`config.mk`:
```
export PLATFORM = sky130hd
export DESIGN_NAME = core_sequencer
export DESIGN_NICKNAME = d
export VERILOG_FILES = /design/src/rtl/core_sequencer_pkg.sv /design/src/rtl/core_seq_loader.sv /design/src/rtl/core_sequencer.sv
export SDC_FILE = /design/constraint.sdc
export NUM_CORES = 1
export LEC_CHECK = 0
export ABC_AREA = 1
export CAP_MARGIN = 0
export CORE_ASPECT_RATIO = 0.8
export CORE_UTILIZATION = 50
export CTS_CLUSTER_SIZE = 20
export DETAILED_ROUTE_END_ITERATION = 16
export PLACE_DENSITY = 0.83
export SLEW_MARGIN = 25
export SYNTH_ARGS = -nofsm -noshare
export SYNTH_HDL_FRONTEND = slang
export SYNTH_SLANG_ARGS = --single-unit
```
`constraint.sdc`:
```
create_clock -name CLK -period 3.6 [get_ports CLK]
set_input_delay 0.9 -clock CLK [delete_from_list [all_inputs] [get_ports CLK]]
set_output_delay 0.9 -clock CLK [all_outputs]
set_load 0.01 [all_outputs]
```
`src/rtl/core_sequencer_pkg.sv`:
```
// Shared widths, defaults and FSM state encoding for the 4-bit core run-control block.
package core_sequencer_pkg;

    localparam int unsigned DATA_LEN_DEF   = 4;
    localparam int unsigned PC_LEN_DEF     = 7;
    localparam int unsigned INSTR_LEN_DEF  = 8;
    localparam int unsigned CNT_LEN_DEF    = 16;
    localparam int unsigned RST_CYCLES_DEF = 2;
    localparam int unsigned MAX_CYCLES_DEF = 32'h0000_FFFF;
    localparam int unsigned STATE_W        = 3;

    typedef enum logic [STATE_W-1:0] {
        ST_IDLE   = 3'd0,
        ST_LOAD   = 3'd1,
        ST_CRST   = 3'd2,
        ST_RUN    = 3'd3,
        ST_HALTED = 3'd4,
        ST_STEP   = 3'd5
    } seq_state_e;

endpackage

```
`src/rtl/core_seq_loader.sv`:
```
// PROM load engine: valid/ready word intake, write pointer, registered PROM write, overflow flag.
module core_seq_loader
    import core_sequencer_pkg::*;
#(
    parameter int unsigned ADDR_W = PC_LEN_DEF,
    parameter int unsigned DATA_W = INSTR_LEN_DEF
) (
    input  logic              clk,
    input  logic              rst,
    input  logic              load_start,
    input  logic              abort,
    input  logic              ld_valid,
    input  logic [DATA_W-1:0] ld_data,
    input  logic              ld_last,
    output logic              ld_ready,
    output logic              load_done,
    output logic              prom_we,
    output logic [ADDR_W-1:0] prom_waddr,
    output logic [DATA_W-1:0] prom_wdata,
    output logic              load_ovf
);

    logic              ready_q, ready_d;
    logic              we_q, we_d;
    logic [ADDR_W-1:0] ptr_q, ptr_d;
    logic [ADDR_W-1:0] waddr_q, waddr_d;
    logic [DATA_W-1:0] wdata_q, wdata_d;
    logic              ovf_q, ovf_d;
    logic              accept;
    logic              ptr_at_end;

    always_comb begin
        accept     = ready_q && ld_valid && !abort;
        ptr_at_end = (ptr_q == '1);
        ready_d    = ready_q;
        we_d       = 1'b0;
        ptr_d      = ptr_q;
        waddr_d    = waddr_q;
        wdata_d    = wdata_q;
        ovf_d      = ovf_q;
        load_done  = 1'b0;
        if (load_start) begin
            ready_d = 1'b1;
            ptr_d   = '0;
        end else if (abort) begin
            ready_d = 1'b0;
        end else if (accept) begin
            we_d    = 1'b1;
            waddr_d = ptr_q;
            wdata_d = ld_data;
            ptr_d   = ptr_q + 1'b1;
            // The top address ends the load even without LD_LAST; that case is flagged.
            if (ld_last || ptr_at_end) begin
                ready_d   = 1'b0;
                load_done = 1'b1;
            end
            if (ptr_at_end && !ld_last) begin
                ovf_d = 1'b1;
            end
        end
    end

    always_ff @(posedge clk) begin
        if (rst) begin
            ready_q <= 1'b0;
            we_q    <= 1'b0;
            ptr_q   <= '0;
            waddr_q <= '0;
            wdata_q <= '0;
            ovf_q   <= 1'b0;
        end else begin
            ready_q <= ready_d;
            we_q    <= we_d;
            ptr_q   <= ptr_d;
            waddr_q <= waddr_d;
            wdata_q <= wdata_d;
            ovf_q   <= ovf_d;
        end
    end

    assign ld_ready   = ready_q;
    assign prom_we    = we_q;
    assign prom_waddr = waddr_q;
    assign prom_wdata = wdata_q;
    assign load_ovf   = ovf_q;

endmodule

```
`src/rtl/core_sequencer.sv`:
```
// Run-control sequencer: program load, core reset hold, run/halt/step, breakpoint and watchdog.
module core_sequencer
    import core_sequencer_pkg::*;
#(
    parameter int unsigned        PC_LEN     = PC_LEN_DEF,
    parameter int unsigned        INSTR_LEN  = INSTR_LEN_DEF,
    parameter int unsigned        RST_CYCLES = RST_CYCLES_DEF,
    parameter int unsigned        CNT_LEN    = CNT_LEN_DEF,
    parameter logic [CNT_LEN-1:0] MAX_CYCLES = CNT_LEN'(MAX_CYCLES_DEF)
) (
    input  logic                 CLK,
    input  logic                 RST,
    input  logic                 LOAD_REQ,
    input  logic                 START,
    input  logic                 HALT,
    input  logic                 STEP,
    input  logic                 LD_VALID,
    input  logic [INSTR_LEN-1:0] LD_DATA,
    input  logic                 LD_LAST,
    output logic                 LD_READY,
    output logic                 PROM_WE,
    output logic [PC_LEN-1:0]    PROM_WADDR,
    output logic [INSTR_LEN-1:0] PROM_WDATA,
    input  logic                 BP_EN,
    input  logic [PC_LEN-1:0]    BP_ADDR,
    input  logic [PC_LEN-1:0]    PC,
    output logic                 CORE_RSTN,
    output logic                 CORE_CE,
    output logic [2:0]           STATE,
    output logic [CNT_LEN-1:0]   CYCLES,
    output logic                 TIMEOUT,
    output logic                 LOAD_OVF
);

    localparam int unsigned RCNT_W = (RST_CYCLES > 1) ? $clog2(RST_CYCLES) : 1;

    seq_state_e         state_q, state_d;
    logic               core_rstn_q, core_rstn_d;
    logic               ce_en_q, ce_en_d;
    logic               bp_armed_q, bp_armed_d;
    logic [RCNT_W-1:0]  rcnt_q, rcnt_d;
    logic [CNT_LEN-1:0] cycles_q, cycles_d;
    logic               timeout_q, timeout_d;
    logic               bp_hit, core_ce, wd_fire;
    logic               load_start, load_abort, load_done;

    always_comb begin
        bp_hit  = bp_armed_q && BP_EN && (PC == BP_ADDR);
        // ce_en_q is the registered enable; only a RUN-state breakpoint can veto it in-cycle.
        core_ce = ce_en_q && !((state_q == ST_RUN) && bp_hit);
        wd_fire = (MAX_CYCLES != '0) && (state_q == ST_RUN) && core_ce &&
                  ((cycles_q + 1'b1) == MAX_CYCLES);

        state_d    = state_q;
        rcnt_d     = rcnt_q;
        cycles_d   = cycles_q;
        timeout_d  = timeout_q;
        bp_armed_d = bp_armed_q || core_ce;
        load_start = 1'b0;
        load_abort = 1'b0;

        if (core_ce && (cycles_q != '1)) begin
            cycles_d = cycles_q + 1'b1;
        end

        case (state_q)
            ST_IDLE: begin
                if (START) begin
                    state_d    = ST_CRST;
                    rcnt_d     = RCNT_W'(RST_CYCLES - 1);
                    cycles_d   = '0;
                    timeout_d  = 1'b0;
                    bp_armed_d = 1'b1;
                end else if (LOAD_REQ) begin
                    state_d    = ST_LOAD;
                    load_start = 1'b1;
                end
            end
            ST_LOAD: begin
                if (HALT) begin
                    state_d    = ST_IDLE;
                    load_abort = 1'b1;
                end else if (load_done) begin
                    state_d = ST_IDLE;
                end
            end
            ST_CRST: begin
                if (rcnt_q == '0) begin
                    state_d = ST_RUN;
                end else begin
                    rcnt_d = rcnt_q - 1'b1;
                end
            end
            ST_RUN: begin
                if (HALT || bp_hit || wd_fire) begin
                    state_d = ST_HALTED;
                end
                if (wd_fire) begin
                    timeout_d = 1'b1;
                end
            end
            ST_HALTED: begin
                // HALT outranks the other commands here, so it simply keeps the core parked.
                if (!HALT) begin
                    if (STEP) begin
                        state_d = ST_STEP;
                    end else if (START) begin
                        state_d    = ST_RUN;
                        bp_armed_d = 1'b0;
                    end else if (LOAD_REQ) begin
                        state_d    = ST_LOAD;
                        load_start = 1'b1;
                    end
                end
            end
            ST_STEP: begin
                state_d = ST_HALTED;
            end
            default: begin
                state_d = ST_IDLE;
            end
        endcase

        core_rstn_d = (state_d == ST_RUN) || (state_d == ST_HALTED) || (state_d == ST_STEP);
        ce_en_d     = (state_d == ST_RUN) || (state_d == ST_STEP);
    end

    always_ff @(posedge CLK) begin
        if (RST) begin
            state_q     <= ST_IDLE;
            core_rstn_q <= 1'b0;
            ce_en_q     <= 1'b0;
            bp_armed_q  <= 1'b1;
            rcnt_q      <= '0;
            cycles_q    <= '0;
            timeout_q   <= 1'b0;
        end else begin
            state_q     <= state_d;
            core_rstn_q <= core_rstn_d;
            ce_en_q     <= ce_en_d;
            bp_armed_q  <= bp_armed_d;
            rcnt_q      <= rcnt_d;
            cycles_q    <= cycles_d;
            timeout_q   <= timeout_d;
        end
    end

    core_seq_loader #(
        .ADDR_W (PC_LEN),
        .DATA_W (INSTR_LEN)
    ) u_loader (
        .clk        (CLK),
        .rst        (RST),
        .load_start (load_start),
        .abort      (load_abort),
        .ld_valid   (LD_VALID),
        .ld_data    (LD_DATA),
        .ld_last    (LD_LAST),
        .ld_ready   (LD_READY),
        .load_done  (load_done),
        .prom_we    (PROM_WE),
        .prom_waddr (PROM_WADDR),
        .prom_wdata (PROM_WDATA),
        .load_ovf   (LOAD_OVF)
    );

    assign STATE     = state_q;
    assign CORE_RSTN = core_rstn_q;
    assign CORE_CE   = core_ce;
    assign CYCLES    = cycles_q;
    assign TIMEOUT   = timeout_q;

endmodule
```
After elaboration in Yosys (flattened, before gate mapping)
Cells that the tools add are included.

Bits in registers: 49. Output and inout port bits: 40.

Add/subtract/negate cells: 3. Eq/ne operators: 14. Muxes and demuxes: 40. Bitwise gates (word level): 2. Reductions and logical operators: 33.

Operators by type and width (count): two-way mux 16 bit (3); two-way mux 3 bit (9); two-way mux 1 bit (23); case mux 3 bit (6 select lines) (1); adder 16 x 1 -> 16 bit, second input constant (1); equality test 16 bit, second input constant (1); != test 16 bit, second input constant (1); equality test 3 bit, second input constant (4); logical AND 1 bit (10); equality test 3 x 2 -> 1 bit, second input constant (3); case mux 1 bit (2 select lines) (4); adder 7 x 1 -> 7 bit, second input constant (1); equality test 7 bit (1); equality test 7 bit, second input constant (1); logical OR 1 bit (7); AND reduction 2 bit (3); AND reduction 3 bit (2); nonzero test 3 bit (2); != test 2 bit, second input constant (2); AND reduction 4 bit (1); nonzero test 2 bit (2); equality test 3 x 1 -> 1 bit, second input constant (1); zero test 1 bit (3); zero test 3 bit (1); other kinds (4) (5).

Depth between registers and ports, before layout
Gate-level depths: netlist of run 1.

Depth in word-level cells: 13. Depth in mapped cells: 16. Depth with buffers taken out: 16.

Hierarchy
A second synthesis of run 1 with hierarchy kept.

Cells, all modules: 405. Area, all modules: 2726.4 um2.

Modules (own cells, without submodules): core_sequencer (times used 1, cells each 268, area each 1695.4 um2); core_seq_loader (times used 1, cells each 137, area each 1031.0 um2).

Worst setup path after synthesis of run 1
OpenSTA, ideal clock, no wires.

Path kind: input port to output port. Start: input BP_ADDR[1]. End: output CORE_CE. Data arrival time: 1.562 ns. Slack: 1.138 ns. Stages: 7. Cells stage by stage: inv_1 > or2_2 > nand3_1 > nor2_1 > nand3_1 > nand2_1 > inv_1.

Word-level cells in the longest chain between the ends: 5.

Ends and longest elaborated chain: from (decl) (line core_sequencer.sv:25) `input logic [PC_LEN-1:0] BP_ADDR,`; equality test 7 bit (line core_sequencer.sv:48) `bp_hit = bp_armed_q && BP_EN && (PC == BP_ADDR);`; logical AND 1 bit (line core_sequencer.sv:48); logical AND 1 bit (line core_sequencer.sv:50) `core_ce = ce_en_q && !((state_q == ST_RUN) && bp_hit);`; zero test 1 bit (line core_sequencer.sv:50); logical AND 1 bit (line core_sequencer.sv:50); to (decl) (line core_sequencer.sv:28) `output logic CORE_CE,`.

Every way passes these cells.

Final worst setup path of run 1
Same ends and word-level chain as after synthesis.

==> results of run 1 <==
==> state kept, by name, indices dropped and copies added (netlist names) <==
| name | count |
|---|---|
| rcnt_q | 1 |
| u_loader.ptr_q | 7 |
| u_loader.prom_wdata | 8 |
| bp_armed_q | 1 |
| u_loader.prom_we | 1 |
| u_loader.prom_waddr | 7 |
| u_loader.load_ovf | 1 |
| CYCLES | 16 |
| CORE_RSTN | 1 |
| TIMEOUT | 1 |
| u_loader.ld_ready | 1 |
| ce_en_q | 1 |
| STATE | 3 |
==> layer usage <==
| layer | vias to the layer above | wire length (µm) | GRT usage |
|---|---|---|---|
| li1 | 1353 | - | - |
| met1 | 1182 | 2870 | 0.3114 |
| met2 | 86 | 2816 | 0.4311 |
| met3 | 13 | 464 | 0.05634 |
| met4 | 0 | 116 | 0.09821 |
| met5 | - | 0 | 0 |
==> metrics by stage <==
stage               hold slack, ns  total power [mW]  instances  area, µm²  worst slack, ns
finish                      0.4511             1.288        509       3356           0.4557
global route                0.4956             1.358        509       3356           0.2572
CTS                         0.4525             1.301        509       3353          0.07449
detailed placement          0.4391            0.8976        501       3237          0.07877
global placement            0.4384            0.8897        501       3237           0.1283
floorplan                   0.4334            0.7607        376       2479            1.138
==> Yosys cell counts (4+ instances only) <==
| cell type | number |
|---|---|
| nor3_1 | 4 |
| a21oi_1 | 19 |
| nand2_1 | 84 |
| a31oi_1 | 5 |
| nand4_1 | 4 |
| dfxtp_1 | 49 |
| o21ai_0 | 35 |
| buf_2 | 5 |
| nor2_1 | 72 |
| nand3_1 | 15 |
| xnor2_1 | 5 |
| inv_1 | 42 |
| nor2_2 | 7 |
==> layout by cell type (no fill, tap or decap), drive strengths merged <==
cell type	instances
nand2	86
nor2	79
clkdlybuf4s50	69
dfxtp	49
inv	44
o21ai	38
a21oi	19
nand3	16
clkbuf	7
xnor2	5
a31oi	5
nor3	5
nand4	4
xor2	3
a211oi	3
ha	3
or2	2
nor3b	2
nor4	2
buf	2
o311ai	1
nand3b	1
o22ai	1
a31o	1
bufinv	1
dlymetal6s2s	1
==> area by class of cell <==
type / count / area share
inverter: 44 / 0.04922
clock inverter: 1 / 0.008949
multi-input combinational: 276 / 0.3874
sequential: 49 / 0.2923
clock buffer: 7 / 0.02573
tap: 60 / 0.02237
timing repair buffer: 72 / 0.2140
==> critical path: stages <==
cell             delay (ns)
clkdlybuf4s50_1        0.45
inv_1                  0.04
or2_2                  0.27
nand3_1                0.08
nor2_1                 0.05
nand3_1                0.09
nand2_1                0.09
inv_1                  0.09
dlymetal6s2s_1         0.17
==> cells by family (layout without fill, tap and decap cells) <==
group                    after synthesis  in the layout  synth area share
buffers and inverters                 51            124           0.07975
XOR/XNOR                               8              8           0.02827
AO/OA/AOI/OAI                         68             68            0.1464
AND/OR/NAND/NOR                      197            197            0.3347
flip-flops                            49             49            0.3958
adder cells (fa/ha/maj)                3              3           0.01515
==> path summary, 6_finish.rpt <==
path / endpoint / startpoint / slack (ns) / cells after the start
setup reg to reg: CYCLES[8] / CYCLES[0] / 1.29 / 11
hold / removal: TIMEOUT / TIMEOUT / 0.45 / 2
hold reg to reg: TIMEOUT / TIMEOUT / 0.45 / 2
setup / recovery: CORE_CE / BP_ADDR[1] / 0.46 / 9
==> where the power goes <==
part           internal, mW  total (mW)  leakage (nW)  switching [mW]
Combinational         0.132       0.275         0.915           0.143
Sequential            0.579       0.614         0.398          0.0350
Clock                 0.226       0.399        0.0585           0.173
==> what timing repair did <==
action,CTS,global route
endpoints found under the setup margin,0,1
hold buffers,0,0
resized for setup,0,1
==> impl_results.md, run 1 <==
- Crit start category: primary input
- DR vias: 2634
- Area leader, netlist: dfxtp_1
- Worst Path Arrival: 2.24 ns
- Crit-path max FO: 3
- Multi-input gate area: 0.001300 mm²
- Post-DRT Antenna Nets: 0
- Latest clock arrival within the worst-skew pair: 0.30 ns
- Post-synthesis cell area: 0.002479 mm²
- Final Max Tran Viols: 0
- First-pass GRT wire length: 10470 µm
- Total track usage: 0.2542
- YS warnings: 0
- Share of flip-flops with an asynchronous set or reset: 0
- Die height: 64.98 µm
- Setup TNS: 0 ns
- Fin. Hold Viols: 0
- CTS sink count: 49
- Final Skew: 0.003523 ns
- # diodes: 0
- Pwr dens: 383.8 mW/mm²
- Largest net degree at the start of global routing: 20
- Grt total ovfl: 0
- DRC viols: 0
- Die width: 80.72 µm
- Clk root buf: clkbuf_8
- Area contributors post-synth: dfxtp_1 (40%), nand2_1 (13%), nor2_1 (11%), o21ai_0 (7.1%), inv_1 (6.4%)
- Antenna violations before repair: 0
- Final Util: 0.7171
- Core area: 0.004679 mm²
- Post-synthesis cell count: 376
- Slew Limit Headroom: 0.6822
- Unique masters post-synth: 30
- Worst VDD drop: 0.3258 mV
- HPWL after detailed placement: 4744 µm
- Max H-tree Level: 2
- Setup crit end kind: output port
- Area Overhead vs Synth: 35.39%
- Final setup viols: 0
- RSZ-0062 raised after global routing: false
- Num rows: 22
- Clock transition at the registers of the reported paths: 0.08 ns
- DR vias/cell: 5.175
- I/O Pins: 71
- Register Area: 980.9 µm²
- Port Buffers: 70
- Critical path type: in -> out
- Number of global-route vias before repair: 2458
- Final net count: 482
- Most used flip-flop cell after synthesis: dfxtp_1
- GP Congestion: 0.9467
- Drt pass-1 iters: 4
- Starting Density: 0.5297
- Leakage: 1.372 nW
- Inserted Clock Buffers: 5
- Max Cap Viol: 0
- Detailed Route WL: 6267 µm
- Post-CTS setup buffer count: 0
- Seq/Total Area, Yosys: 0.3958
- Synth Register Bits: 49
- CTS tree: yes
- Peak Freq: 318.0 MHz
- Maximum clock path buffer count: 2
- Avg Cell Area, Syn: 6.592 µm²
- Die ar.: 0.005245 mm²
- Worst Tran Pin Value: 0.4762 ns
- WP data required: 2.70 ns
- Net Count, Synth: 410
- WL/cell: 12.31 µm
- EDFF count, synth: 0
- Hold Crit Class: reg -> reg
- Final min period: 3.144 ns
- Fillcell total: 390
- Period utilisation layout: 0.8734
- Status: complete, no violations
- Iter 0 DRT Violations: 163
- Top-area cell type share of the netlist area: 0.3958
- Layout cells sized above 1: 0.05568
(Power assumes the default switching activity.)
==> run 2, diff against run 1 <==
==> constraint.sdc (replaced) <==
create_clock -name CLK -period 3.6 [get_ports CLK]
set_input_delay 0.72 -clock CLK [delete_from_list [all_inputs] [get_ports CLK]]
set_output_delay 0.72 -clock CLK [all_outputs]
set_load 0.01 [all_outputs]
==> run 2 against run 1 <==
Wire length is 1.7% lower. Die area stayed put. Total power is 3.3% lower. Combinational power hardly changed. Core utilization is 0.37 points lower. Global-route usage is 0.14 points lower. Clock skew is 0.0013 ns lower. First-iteration DRC count is 0.61% higher. Maximum frequency is 0.13% lower. Clock-buffer cell count stayed put. Cell count stayed put. Sequential cell count stayed put. Critical endpoint unchanged. Largest power group unchanged.
==> impl_results.md, run 2 (synthesis results as in run 1) <==
- Peak Freq: 317.6 MHz (-0.13%)
- Inserted Clock Buffers: 5 (unchanged)
- Crit-path max FO: 3 (unchanged)
- Placement Setup Slack: 0.4503 ns (+0.3715 ns)
- Worst-path cell chain: clkdlybuf4s50_1, inv_1, or2_2, nand3_1, nor2_1, nand3_1, nand2_1, inv_1, clkdlybuf4s50_1
- Clk root buf: clkbuf_8
- Total track usage: 0.2528 (-0.001425)
- # diodes: 0 (unchanged)
- Starting Density: 0.5297 (unchanged)
- Worst Hold Margin: 0.4549 ns (+0.003842 ns)
- Status: complete, no violations
- Final min period: 3.148 ns (+0.004154 ns)
- Maximum clock path buffer count: 2 (unchanged)
- Worst Tran Pin Value: 0.4738 ns (-0.002415 ns)
- Reg2reg path depth: 11 (unchanged)
- Die width: 80.72 µm (unchanged)
- Critical path type: in -> out
- Grt total ovfl: 0 (unchanged)
- Core area: 0.004679 mm² (unchanged)
- Area Overhead vs Synth: 34.68%
- Final Skew: 0.002240 ns (-0.001282 ns)
- Final std cells w/o fill: 509 (unchanged)
- Port Buffers: 70 (unchanged)
- WP data required: 2.88 ns (+0.18 ns)
- Largest net degree at the start of global routing: 22 (+10%)
- Antenna violations before repair: 0 (unchanged)
- Hold path cells: 2 (unchanged)
- Post-CTS setup buffer count: 0 (unchanged)
- First-pass GRT wire length: 10320 µm (-1.5%)
- Die ar.: 0.005245 mm² (unchanged)
- Post-CTS Resized: 0 (unchanged)
- Iter 0 DRT Violations: 164 (+0.61%)
- CP top delay family: buffers and inverters
- Final Util: 0.7134 (-0.003743)
- Drt pass-1 iters: 4 (unchanged)
- DRC viols: 0 (unchanged)
- HPWL after detailed placement: 4709 µm (-0.75%)
- Design Power: 1.245 mW (-3.3%)
- Die height: 64.98 µm (unchanged)
- Max FFs per register: 16 (unchanged)
- Period utilisation layout: 0.8746 (+0.001154)
- Final Max Tran Viols: 0 (unchanged)
- Worst Path Buf+Inv: 4 (unchanged)
- Layout cells sized above 1: 0.05791 (+0.002227)
- Worst Path Arrival: 2.43 ns (+0.19 ns)
- I/O Pins: 71 (unchanged)
- RSZ-0062 raised after global routing: false
- GP Congestion: 0.9091 (-4.0%)
- Hold Crit Class: reg -> reg
- Max Cap Viol: 0 (unchanged)
- Slowest CP cell: clkdlybuf4s50_1
- Worst VDD drop: 0.2390 mV (-27%)
- Final setup viols: 0 (unchanged)
- Setup crit end kind: output port
- Most common cell after layout, fill and taps aside: nand2_1
- Post-DRT Antenna Nets: 0 (unchanged)
- Fillcell total: 398 (+2.1%)
- Max H-tree Level: 2 (unchanged)
- WL/cell: 12.10 µm (-1.7%)
- DR vias/cell: 5.110 (-1.3%)
- Placed insts: 501 (unchanged)
- Hold buffers post-CTS: 0 (unchanged)
- Slew Limit Headroom: 0.6838 (+0.001612)
- CTS sink count: 49 (unchanged)
- Final net count: 482 (unchanged)
- Clock transition at the registers of the reported paths: 0.08 ns (about the same)
- Leakage: 1.350 nW (-1.6%)
- Num rows: 22 (unchanged)
- Crit start category: primary input
- Detailed Route WL: 6160 µm (-1.7%)
- Crit path depth: 9 (unchanged)
- Setup TNS: 0 ns (unchanged)
- Placed Area: 0.003237 mm² (unchanged)
- Design Area, Final: 0.003338 mm² (-0.52%)
- Number of global-route vias before repair: 2424 (-1.4%)
- Final WS setup: 0.4515 ns (-0.004154 ns)
- Register Area: 980.9 µm² (unchanged)
- Pwr dens: 372.9 mW/mm² (-2.8%)
- DR vias: 2601 (-1.3%)
- Latest clock arrival within the worst-skew pair: 0.31 ns (about the same)
- Fin. Hold Viols: 0 (unchanged)
- Most frequent cells in the layout: nand2_1 (84), nor2_1 (72), clkdlybuf4s50_1 (70)
- Multi-input gate area: 0.001300 mm² (unchanged)
- CTS tree: yes
- Crit-path max cell delay: 0.55 ns (+0.10 ns)
run 2: cell types whose count changed in the layout (fill, tap and decap cells not counted), sizes merged:
cell,change
bufinv,-1
clkinv,+1
dlymetal6s2s,-1
clkdlybuf4s50,+1
run 2: worst paths after layout:
path | slack (ns) | end | startpoint
setup / recovery | 0.45 | CORE_CE | BP_ADDR[1]
hold / removal | 0.45 | TIMEOUT | TIMEOUT
setup reg to reg | 1.29 | CYCLES[7] | CYCLES[0]
hold reg to reg | 0.45 | TIMEOUT | TIMEOUT
run 2: power breakdown:
group | switching (mW) | total (mW) | internal [mW]
clock | 0.185 | 0.359 | 0.174
sequential | 0.0348 | 0.613 | 0.579
combinational | 0.140 | 0.273 | 0.133
total | 0.360 | 1.24 | 0.885
run 2: final cells by class:
class / instances / area share
tap: 60 / 0.02249
clock inverter: 1 / 0.001499
timing repair buffer: 72 / 0.2144
inverter: 44 / 0.04948
multi-input combinational: 276 / 0.3894
clock buffer: 7 / 0.02886
sequential: 49 / 0.2939
run 2: per-layer routing:
metal / vias up / GRT usage / part of all wire
met3: 8 / 0.05493 / 0.079
met5: - / 0 / 0
met4: 0 / 0.08259 / 0.012
met2: 93 / 0.4131 / 0.43
met1: 1150 / 0.3285 / 0.48
li1: 1350 / - / -
run 2: worst reg2reg max path: cells and delay by family, from the launching register on:
| kind | cells | cell delay (ns) |
|---|---|---|
| AOI/OAI and AO/OA | 2 | 0.22 |
| buffers and inverters | 1 | 0.22 |
| and+or+nand+nor | 7 | 1.01 |
| adders and majority gates | 1 | 0.27 |
| DFF | 1 | 0.48 |
